==> config.mk <==
export PLATFORM = sky130hd
export DESIGN_NAME = mem_stage_ls_flat
export DESIGN_NICKNAME = d
export VERILOG_FILES = /design/src/rtl/mem_stage_ls_pkg.sv /design/src/rtl/mem_stage_ls_if.sv /design/src/rtl/mem_load_align.sv /design/src/rtl/mem_stage_ls.sv /design/src/flat_wrapper.sv
export SDC_FILE = /design/constraint.sdc
export NUM_CORES = 1
export LEC_CHECK = 0
export ABC_AREA = 1
export CAP_MARGIN = 20
export CELL_PAD_IN_SITES_DETAIL_PLACEMENT = 1
export CELL_PAD_IN_SITES_GLOBAL_PLACEMENT = 1
export CORE_ASPECT_RATIO = 1.4
export CORE_UTILIZATION = 30
export DETAILED_ROUTE_END_ITERATION = 12
export PLACE_DENSITY_LB_ADDON = 0.1
export SETUP_SLACK_MARGIN = 0.15
export SLEW_MARGIN = 20
export SYNTH_ARGS = -nofsm -noshare
export SYNTH_HDL_FRONTEND = slang
export SYNTH_SLANG_ARGS = --single-unit
==> constraint.sdc <==
create_clock -name clk -period 3.7 [get_ports clk]
set_input_delay 0.37 -clock clk [delete_from_list [all_inputs] [get_ports clk]]
set_output_delay 0.37 -clock clk [all_outputs]
set_load 0.01 [all_outputs]
==> src/rtl/mem_stage_ls_pkg.sv <==
// Shared definitions for the load/store MEM stage: mem_op encodings and bus widths.
// Bus widths are functions of DATA_W so every file sizes the payloads the same way.
package mem_stage_ls_pkg;

  typedef enum logic [2:0] {
    MEM_OP_B   = 3'd0,
    MEM_OP_H   = 3'd1,
    MEM_OP_W   = 3'd2,
    MEM_OP_D   = 3'd3,
    MEM_OP_BU  = 3'd4,
    MEM_OP_HU  = 3'd5,
    MEM_OP_WU  = 3'd6,
    MEM_OP_RSV = 3'd7
  } mem_op_e;

  // {alu_result, res_from_mem, mem_op[3], req_issued, gr_we, dest[5], pc}
  function automatic int exe_to_mem_bus_width(input int dw);
    return 2 * dw + 11;
  endfunction

  // {gr_we, dest[5], final_result, pc}
  function automatic int mem_to_wb_bus_width(input int dw);
    return 2 * dw + 6;
  endfunction

  // {fwd_ready, final_result, gr_we & mem_valid, dest[5]}
  function automatic int mem_to_id_bypass_width(input int dw);
    return dw + 7;
  endfunction

endpackage

==> src/rtl/mem_stage_ls_if.sv <==
// Pipeline and data-memory response signals around the MEM stage.
// master = the MEM stage itself, slave = surrounding pipeline and memory.
interface mem_stage_ls_if #(
  parameter int DATA_W = 32
);
  import mem_stage_ls_pkg::*;

  localparam int EXE_W = exe_to_mem_bus_width(DATA_W);
  localparam int WB_W  = mem_to_wb_bus_width(DATA_W);
  localparam int BYP_W = mem_to_id_bypass_width(DATA_W);

  logic [EXE_W-1:0]  exe_to_mem_bus;
  logic              exe_to_mem_valid;
  logic              mem_allow_in;
  logic              wb_allow_in;
  logic              mem_to_wb_valid;
  logic [WB_W-1:0]   mem_to_wb_bus;
  logic [BYP_W-1:0]  mem_to_id_bypass_bus;
  logic              data_sram_data_ok;
  logic [DATA_W-1:0] data_sram_rdata;
  logic              flush;
  logic              mem_valid;

  modport master (
    input  exe_to_mem_bus, exe_to_mem_valid, wb_allow_in,
    input  data_sram_data_ok, data_sram_rdata, flush,
    output mem_allow_in, mem_to_wb_valid, mem_to_wb_bus,
    output mem_to_id_bypass_bus, mem_valid
  );

  modport slave (
    output exe_to_mem_bus, exe_to_mem_valid, wb_allow_in,
    output data_sram_data_ok, data_sram_rdata, flush,
    input  mem_allow_in, mem_to_wb_valid, mem_to_wb_bus,
    input  mem_to_id_bypass_bus, mem_valid
  );

endinterface

==> src/rtl/mem_load_align.sv <==
// Sub-word load extraction: shift the addressed lane down, then sign- or zero-extend.
// Misaligned offsets are not checked here; EXE has already raised ALE for them.
module mem_load_align
  import mem_stage_ls_pkg::*;
#(
  parameter int DATA_W = 32
) (
  input  logic [DATA_W-1:0]            raw,
  input  logic [$clog2(DATA_W/8)-1:0]  offset,
  input  logic [2:0]                   mem_op,
  output logic [DATA_W-1:0]            aligned
);

  logic [DATA_W-1:0] shifted;
  logic [DATA_W-1:0] b_ext, h_ext, w_ext, bu_ext, hu_ext, wu_ext;

  assign shifted = raw >> {offset, 3'b000};
  assign b_ext   = {{(DATA_W-8){shifted[7]}}, shifted[7:0]};
  assign h_ext   = {{(DATA_W-16){shifted[15]}}, shifted[15:0]};
  assign bu_ext  = {{(DATA_W-8){1'b0}}, shifted[7:0]};
  assign hu_ext  = {{(DATA_W-16){1'b0}}, shifted[15:0]};

  // On a 32-bit datapath a word already fills the register, so W/WU/D collapse.
  generate
    if (DATA_W > 32) begin : g_wide
      assign w_ext  = {{(DATA_W-32){shifted[31]}}, shifted[31:0]};
      assign wu_ext = {{(DATA_W-32){1'b0}}, shifted[31:0]};
    end else begin : g_narrow
      assign w_ext  = shifted;
      assign wu_ext = shifted;
    end
  endgenerate

  always_comb begin
    aligned = shifted;
    case (mem_op_e'(mem_op))
      MEM_OP_B:  aligned = b_ext;
      MEM_OP_H:  aligned = h_ext;
      MEM_OP_W:  aligned = w_ext;
      MEM_OP_BU: aligned = bu_ext;
      MEM_OP_HU: aligned = hu_ext;
      MEM_OP_WU: aligned = wu_ext;
      default:   aligned = shifted;
    endcase
  end

endmodule

==> src/rtl/mem_stage_ls.sv <==
// MEM pipeline stage waiting on a handshaked data-memory response, with a one-entry
// response buffer for WB stalls and a discard counter for responses of flushed loads.
module mem_stage_ls
  import mem_stage_ls_pkg::*;
#(
  parameter int DATA_W    = 32,
  parameter int DISCARD_W = 2
) (
  input  logic           clk,
  input  logic           reset,
  mem_stage_ls_if.master bus
);

  localparam int EXE_W = exe_to_mem_bus_width(DATA_W);
  localparam int OFF_W = $clog2(DATA_W / 8);
  localparam logic [DISCARD_W-1:0] DISCARD_MAX = '1;

  logic [EXE_W-1:0]     payload_q, payload_d;
  logic                 mem_valid_q, mem_valid_d;
  logic                 buf_valid_q, buf_valid_d;
  logic [DATA_W-1:0]    rdata_buf_q, rdata_buf_d;
  logic [DISCARD_W-1:0] discard_cnt_q, discard_cnt_d;

  logic [DATA_W-1:0] alu_result, pc;
  logic              res_from_mem, req_issued, gr_we;
  logic [2:0]        mem_op;
  logic [4:0]        dest;

  assign {alu_result, res_from_mem, mem_op, req_issued, gr_we, dest, pc} = payload_q;

  logic              data_ok_eff, ready_go, fwd_ready, leave, disc_inc, disc_dec;
  logic [DATA_W-1:0] raw_data, aligned_data, final_result;

  // A response only belongs to this instruction once all cancelled ones are drained.
  assign data_ok_eff  = bus.data_sram_data_ok && (discard_cnt_q == '0);
  assign ready_go     = !req_issued || data_ok_eff || buf_valid_q;
  assign fwd_ready    = !res_from_mem || data_ok_eff || buf_valid_q;
  assign leave        = bus.mem_to_wb_valid && bus.wb_allow_in;
  assign disc_inc     = bus.flush && mem_valid_q && req_issued && !buf_valid_q && !data_ok_eff;
  assign disc_dec     = bus.data_sram_data_ok && (discard_cnt_q != '0);

  assign raw_data     = buf_valid_q ? rdata_buf_q : bus.data_sram_rdata;
  assign final_result = res_from_mem ? aligned_data : alu_result;

  mem_load_align #(.DATA_W(DATA_W)) u_align (
    .raw     (raw_data),
    .offset  (alu_result[OFF_W-1:0]),
    .mem_op  (mem_op),
    .aligned (aligned_data)
  );

  assign bus.mem_allow_in         = !mem_valid_q || (ready_go && bus.wb_allow_in);
  assign bus.mem_to_wb_valid      = mem_valid_q && ready_go && !bus.flush;
  assign bus.mem_to_wb_bus        = {gr_we, dest, final_result, pc};
  assign bus.mem_to_id_bypass_bus = {fwd_ready, final_result, gr_we & mem_valid_q, dest};
  assign bus.mem_valid            = mem_valid_q;

  always_comb begin
    payload_d     = payload_q;
    mem_valid_d   = mem_valid_q;
    buf_valid_d   = buf_valid_q;
    rdata_buf_d   = rdata_buf_q;
    discard_cnt_d = discard_cnt_q;

    if (bus.mem_allow_in) begin
      payload_d   = bus.exe_to_mem_bus;
      mem_valid_d = bus.exe_to_mem_valid;
    end
    if (bus.flush) begin
      mem_valid_d = 1'b0;
    end

    if (bus.flush || leave) begin
      buf_valid_d = 1'b0;
    end else if (data_ok_eff && mem_valid_q && req_issued && !bus.wb_allow_in) begin
      buf_valid_d = 1'b1;
      rdata_buf_d = bus.data_sram_rdata;
    end

    if (disc_inc && !disc_dec && discard_cnt_q != DISCARD_MAX) begin
      discard_cnt_d = discard_cnt_q + 1'b1;
    end else if (disc_dec && !disc_inc) begin
      discard_cnt_d = discard_cnt_q - 1'b1;
    end
  end

  always_ff @(posedge clk) begin
    if (reset) begin
      mem_valid_q   <= 1'b0;
      buf_valid_q   <= 1'b0;
      discard_cnt_q <= '0;
    end else begin
      mem_valid_q   <= mem_valid_d;
      buf_valid_q   <= buf_valid_d;
      discard_cnt_q <= discard_cnt_d;
    end
  end

  always_ff @(posedge clk) begin
    payload_q   <= payload_d;
    rdata_buf_q <= rdata_buf_d;
  end

  discard_overflow: assert property (@(posedge clk) disable iff (reset)
    !(disc_inc && !disc_dec && discard_cnt_q == DISCARD_MAX));

endmodule
==> src/flat_wrapper.sv <==
// flat-port wrapper written by rule: the top's interface ports become plain ports
module mem_stage_ls_flat import mem_stage_ls_pkg::*;
#(
  parameter int DATA_W    = 32,
  parameter int DISCARD_W = 2
)
  (clk, reset, bus_exe_to_mem_bus, bus_exe_to_mem_valid, bus_wb_allow_in, bus_data_sram_data_ok, bus_data_sram_rdata, bus_flush, bus_mem_allow_in, bus_mem_to_wb_valid, bus_mem_to_wb_bus, bus_mem_to_id_bypass_bus, bus_mem_valid);
  mem_stage_ls_if #(.DATA_W(DATA_W)) bus_i ();
  input  logic clk;
  input  logic reset;
  input wire logic [$bits(bus_i.exe_to_mem_bus)-1:0] bus_exe_to_mem_bus;
  input wire logic [$bits(bus_i.exe_to_mem_valid)-1:0] bus_exe_to_mem_valid;
  input wire logic [$bits(bus_i.wb_allow_in)-1:0] bus_wb_allow_in;
  input wire logic [$bits(bus_i.data_sram_data_ok)-1:0] bus_data_sram_data_ok;
  input wire logic [$bits(bus_i.data_sram_rdata)-1:0] bus_data_sram_rdata;
  input wire logic [$bits(bus_i.flush)-1:0] bus_flush;
  output wire logic [$bits(bus_i.mem_allow_in)-1:0] bus_mem_allow_in;
  output wire logic [$bits(bus_i.mem_to_wb_valid)-1:0] bus_mem_to_wb_valid;
  output wire logic [$bits(bus_i.mem_to_wb_bus)-1:0] bus_mem_to_wb_bus;
  output wire logic [$bits(bus_i.mem_to_id_bypass_bus)-1:0] bus_mem_to_id_bypass_bus;
  output wire logic [$bits(bus_i.mem_valid)-1:0] bus_mem_valid;
  assign bus_i.exe_to_mem_bus = bus_exe_to_mem_bus;
  assign bus_i.exe_to_mem_valid = bus_exe_to_mem_valid;
  assign bus_i.wb_allow_in = bus_wb_allow_in;
  assign bus_i.data_sram_data_ok = bus_data_sram_data_ok;
  assign bus_i.data_sram_rdata = bus_data_sram_rdata;
  assign bus_i.flush = bus_flush;
  assign bus_mem_allow_in = bus_i.mem_allow_in;
  assign bus_mem_to_wb_valid = bus_i.mem_to_wb_valid;
  assign bus_mem_to_wb_bus = bus_i.mem_to_wb_bus;
  assign bus_mem_to_id_bypass_bus = bus_i.mem_to_id_bypass_bus;
  assign bus_mem_valid = bus_i.mem_valid;
  mem_stage_ls #(.DATA_W(DATA_W), .DISCARD_W(DISCARD_W)) u_core (.clk(clk), .reset(reset), .bus(bus_i));
endmodule
**Yosys cells after proc, flatten, opt, wreduce, memory -nomap -nowiden**

Index checks and enable logic that the tools add are counted.

- Register bits: 111
- Input port bits: 113
- Word-level logic and storage cells: 57

- Bitwise logic cells: 2
- $add $sub $neg: 2
- Reductions and logical operators: 38
- Eq/ne operators: 4
- Mux-type cells: 5
- Shift operators: 1

Operators with widths:

| kind | count |
|---|---|
| 32-bit one-hot mux with 4 select lines | 1 |
| 32-bit 2-to-1 mux | 2 |
| 32-bit by 5-bit right shift with 32-bit output | 1 |
| 1-bit logical AND | 16 |
| 1-bit zero test | 9 |
| 3-bit equality test, second input constant | 2 |
| 1-bit logical OR | 6 |
| 2-bit 2-to-1 mux | 2 |
| 2-bit nonzero test | 2 |
| 2-bit OR reduction | 2 |
| 3-bit by 1-bit equality test with 1-bit output, second input constant | 1 |
| 3-bit zero test | 1 |
| 2-bit by 1-bit adder with 2-bit output, second input constant | 1 |
| 2-bit zero test | 1 |
| 2-bit != test, second input constant | 1 |
| 2-bit AND reduction | 1 |
| 2-bit by 1-bit subtractor with 2-bit output, second input constant | 1 |
| 1-bit AND | 1 |
| 1-bit NOT | 1 |

**Depth between registers and ports, before layout**

- Depth in word-level cells: 10
- Depth in mapped cells: 11
- Depth with buffers taken out: 9

**Hierarchy**

A second synthesis with hierarchy kept.

- Cell total of the unflattened synthesis: 536
- Area, all modules: 5910.7 µm²

By module, submodules not included:

| module | cells an instance | instances | area an instance (µm²) |
|---|---|---|---|
| mem_stage_ls | 378 | 1 | 4989.8 |
| mem_load_align | 158 | 1 | 920.9 |

**Worst setup path after synthesis**

No wires, ideal clock.

- Kind: flip-flop to flip-flop
- Start: register u_core.buf_valid_q
- End: register u_core.payload_q[0], enable pin
- Setup time: 432 ps
- Setup slack: 956 ps
- Buffers on the path: 1
- Stages on the path, launching flop included: 6
- Data required time: 3268 ps
- Data arrival time: 2312 ps
- Cells stage by stage: dfxtp_1 inv_2 buf_4 nand3_1 a21oi_1 inv_1

- Longest elaborated chain between the ends: 3

Ends and longest elaborated chain:

| element | line | source |
|---|---|---|
| start: declaration | mem_stage_ls.sv:20 | `logic buf_valid_q, buf_valid_d;` |
| start signal: assignment | mem_stage_ls.sv:94 | `buf_valid_q <= buf_valid_d;` |
| 1-bit logical OR | mem_stage_ls.sv:36 | `assign ready_go = !req_issued \|\| data_ok_eff \|\| buf_valid_q;` |
| 1-bit logical AND | mem_stage_ls.sv:52 | `assign bus.mem_allow_in = !mem_valid_q \|\| (ready_go && bus.wb_allow_in);` |
| 1-bit logical OR | mem_stage_ls.sv:52 |  |
| net bus_mem_allow_in | flat_wrapper.sv:17 | `output wire logic [$bits(bus_i.mem_allow_in)-1:0] bus_mem_allow_in;` |
| end signal: assignment | mem_stage_ls.sv:100 | `payload_q <= payload_d;` |
| end: declaration | mem_stage_ls.sv:18 | `logic [EXE_W-1:0] payload_q, payload_d;` |

The timed path passes the listed nets, and every way through them passes these cells.
A chain may end at the register's enable or synchronous reset.

**Worst setup path after layout**

- Start: register u_core.payload_q[44]
- End: output port bus_mem_to_wb_bus[47]

- Longest elaborated chain between the ends: 3

Ends and longest elaborated chain:

| element | line | source |
|---|---|---|
| 32-bit by 5-bit right shift with 32-bit output | mem_load_align.sv:17 | `assign shifted = raw >> {offset, 3'b000};` |
| 32-bit one-hot mux with 4 select lines | mem_load_align.sv:36 | `case (mem_op_e'(mem_op))` |
| 32-bit 2-to-1 mux | mem_stage_ls.sv:43 | `assign final_result = res_from_mem ? aligned_data : alu_result;` |
| end: declaration | flat_wrapper.sv:19 | `output wire logic [$bits(bus_i.mem_to_wb_bus)-1:0] bus_mem_to_wb_bus;` |

Every way passes these cells.

==> metrics <==
Syn-to-layout area delta 39.04%; Post-Syn Nets 660; Root Buffer clkbuf_16; total standard cell area after synthesis 5675 µm²; RD Place Congestion 0.7814; CTS Sinks 111; slack of the worst reg-to-reg path 1.60 ns; chain of cells forming the critical path nand2_1 > inv_1 > nand2_2 > nand3_4 > a21oi_1 > clkdlybuf4s50_1; slowest cell on the critical path edfxtp_1; number of warnings printed during yosys synthesis 0; input/output buffers 224; per-cell via count in the routed design 4.526; highest fanout seen on the critical path 24; startpoint class of the critical path flip-flop; final core utilization 0.4259; Final Hold Slack 0.5528 ns; worst-case clock skew 0.007986 ns; clock period minus worst slack 3.210 ns; status completed; clock buffer count from CTS 9; vias after detailed routing 4250; count of cell instances traversed by the critical path 6; worst r2r dst u_core.payload_q[71]$_DFFE_PP_; period utilisation layout 0.8675; beginning of the worst register-to-register path u_core.buf_valid_q$_SDFFE_PP0P_; Clock Path Buffers 2; cells after synthesis 547; Post-Route Setup TNS 0 ns; Crit path arrival time 2.84 ns; Final Routed Wirelength 16510 µm; standby leakage power between 3 and 4 nW; most common cell after layout, fill and taps aside clkdlybuf4s50_1; hold buffer count at CTS 0; Post-DRT Antenna Nets 0; Worst EP required 3.33 ns; number of global-route vias before repair 4504; leftover overflow at the end of global routing 0; area of the core 18530 µm²; insertion delay to the later sink of the worst-skew pair between 0.3 and 0.4 ns; number of buffers and inverters on the critical path 2; WL per Instance 17.58 µm; Vert. Die Dim 164.7 µm; effective utilization at floorplan 0.3063; hold violation count in the final report 0; htree depth 3; I/O pin total 225; number of storage elements in the synthesis netlist 111; number of pins exceeding their max-slew limit in the final report 0; Tot GR Track Use 0.1704; number of nets in the final layout 803; highest-count cells in the layout ignoring fill and taps clkdlybuf4s50_1 (224), nand2_1 (120), edfxtp_1 (107); Finish-stage setup viols 0; end of the critical path bus_mem_to_wb_bus[47]; Synth cell types 29; logic depth of the worst register-to-register path 5; first element of the critical path u_core.payload_q[44]$_DFFE_PP_; number of post-CTS setup repair buffers 0; max-capacitance violation count 0; share of layout cells above drive strength 1 0.1050; relative max-transition margin 0.6004; category of the most critical setup path reg -> out; iteration-0 DRC count of the detailed router 192; sort of element at the end of the critical path output pin; worst-case vdd ir drop about 0.20 mV; total inserted antenna cells 0; Remaining DRCs 0; first-pass GRT wire length about 25000 µm; DRT Pass-1 Iters 4; number of cell rows 59; path category of the worst min-delay check in -> reg; Resized Gates After CTS 0; clock-pin slew of the registers on the worst-case setup and hold paths approximately 0.090 ns; maximum number of pins on one net before global-route repair 76; TritonCTS clock tree done; Achievable Freq 311.6 MHz; longest individual stage delay on the worst path 0.65 ns; transition time at the pin with the least slew margin 0.5993 ns; family of cells with the greatest summed delay on the critical path simple AND/OR/NAND/NOR gates; initial antenna violation count 0; setup repair after global routing missed its margin no; number of fill cells in the layout 2064; sequential area share after synthesis 0.5802; floorplan die area around 19000 µm²; die outline width 118.2 µm; detailed placer's ending HPWL about 13000 µm; pwr dens a little over 400 nW/µm²; mean instance size in the synthesized netlist 10.38 µm²; hold wc startpoint bus_exe_to_mem_bus[14]
-- layer usage --
layer  wire length (µm)  part of all wire  track usage
met5                  0                 0            0
met3               1271             0.077      0.05456
met4                162            0.0098      0.04720
met1               6664              0.40       0.1938
met2               8406              0.51       0.3056
-- worst reg2reg max path, delay by kind of cell, from the launching register on --
kind,cells,cell delay [ns]
flops,1,0.33
compound gates,1,0.29
buf+inv,3,0.90
simple gates,1,0.24
-- area by class of cell --
type | count | area [µm²] | share of cell area
Clock buffer | 9 | 225.2 | 0.02854
Clock inverter | 7 | 100.1 | 0.01268
Inverter | 47 | 177.7 | 0.02251
Multi-Input combinational cell | 291 | 1490 | 0.1888
Sequential cell | 111 | 3293 | 0.4173
Tap cell | 244 | 305.3 | 0.03869
Timing Repair Buffer | 230 | 2300 | 0.2914
-- synth_stat cells --
master    number  share of area
nand2_1      120          0.079
edfxtp_1     107           0.57
buf_4         80           0.11
nand3_1       53          0.047
inv_1         42          0.028
or2_2         19          0.021
o21ai_0       17          0.015
nor2_1        16          0.011
o211ai_1      14          0.019
a21oi_1       13          0.011
nand3_2       11          0.019
a21oi_2        7          0.011
clkbuf_1       7         0.0046
buf_6          6          0.012
inv_2          5         0.0033
buf_2          4         0.0035
dfxtp_1        4          0.014
o21ai_1        4         0.0035
nand2_2        3         0.0033
nor3_1         3         0.0026
a22oi_1        2         0.0026
nand3_4        2         0.0062
nor2_4         2         0.0040
a31oi_1        1         0.0011
buf_1          1        0.00066
o211a_1        1         0.0018
o21a_1         1         0.0013
o21bai_1       1         0.0013
o221ai_1       1         0.0015
-- flip-flops by register name (all words and copies together) (netlist names) --
register,count
u_core.payload_q,75
u_core.buf_valid_q,1
u_core.discard_cnt_q,2
u_core.rdata_buf_q,32
u_core.bus.mem_valid,1
-- power by group --
part / switching, mW / total [mW] / internal, mW / leakage, nW
Sequential: 0.0232 / 1.46 / 1.44 / 1.10
Clock: 0.518 / 1.07 / 0.549 / 0.158
Combinational: 0.323 / 0.717 / 0.394 / 1.82
-- metrics by stage --
step,cells,area (µm²),power [mW],setup slack (ns)
floorplan,547,5675,1.870,0.9561
global placement,923,7566,2.212,0.8473
detailed placement,923,7566,2.218,0.7810
CTS,939,7891,3.289,0.4219
global route,939,7891,3.376,0.2733
finish,939,7891,3.247,0.4904
-- logic make-up after synthesis --
kind of cell,count (synthesis),share of synthesized area
and+or+nand+nor,229,0.1931
buffers and inverters,145,0.1576
DFF,111,0.5802
AOI/OAI and AO/OA,62,0.06900
-- worst min path at each step --
stage	end	slack (ns)	cells after the start
2_1_floorplan	u_core.payload_q[0]$_DFFE_PP_	0.47	0
3_3_place_gp	u_core.discard_cnt_q[1]$_SDFFE_PP0P_	0.51	2
3_5_place_dp	u_core.buf_valid_q$_SDFFE_PP0P_	0.56	1
4_1_cts	u_core.payload_q[14]$_DFFE_PP_	0.54	1
5_1_grt	u_core.payload_q[14]$_DFFE_PP_	0.53	1
6_report	u_core.payload_q[14]$_DFFE_PP_	0.55	1
Power figures use the tool's default switching activity.
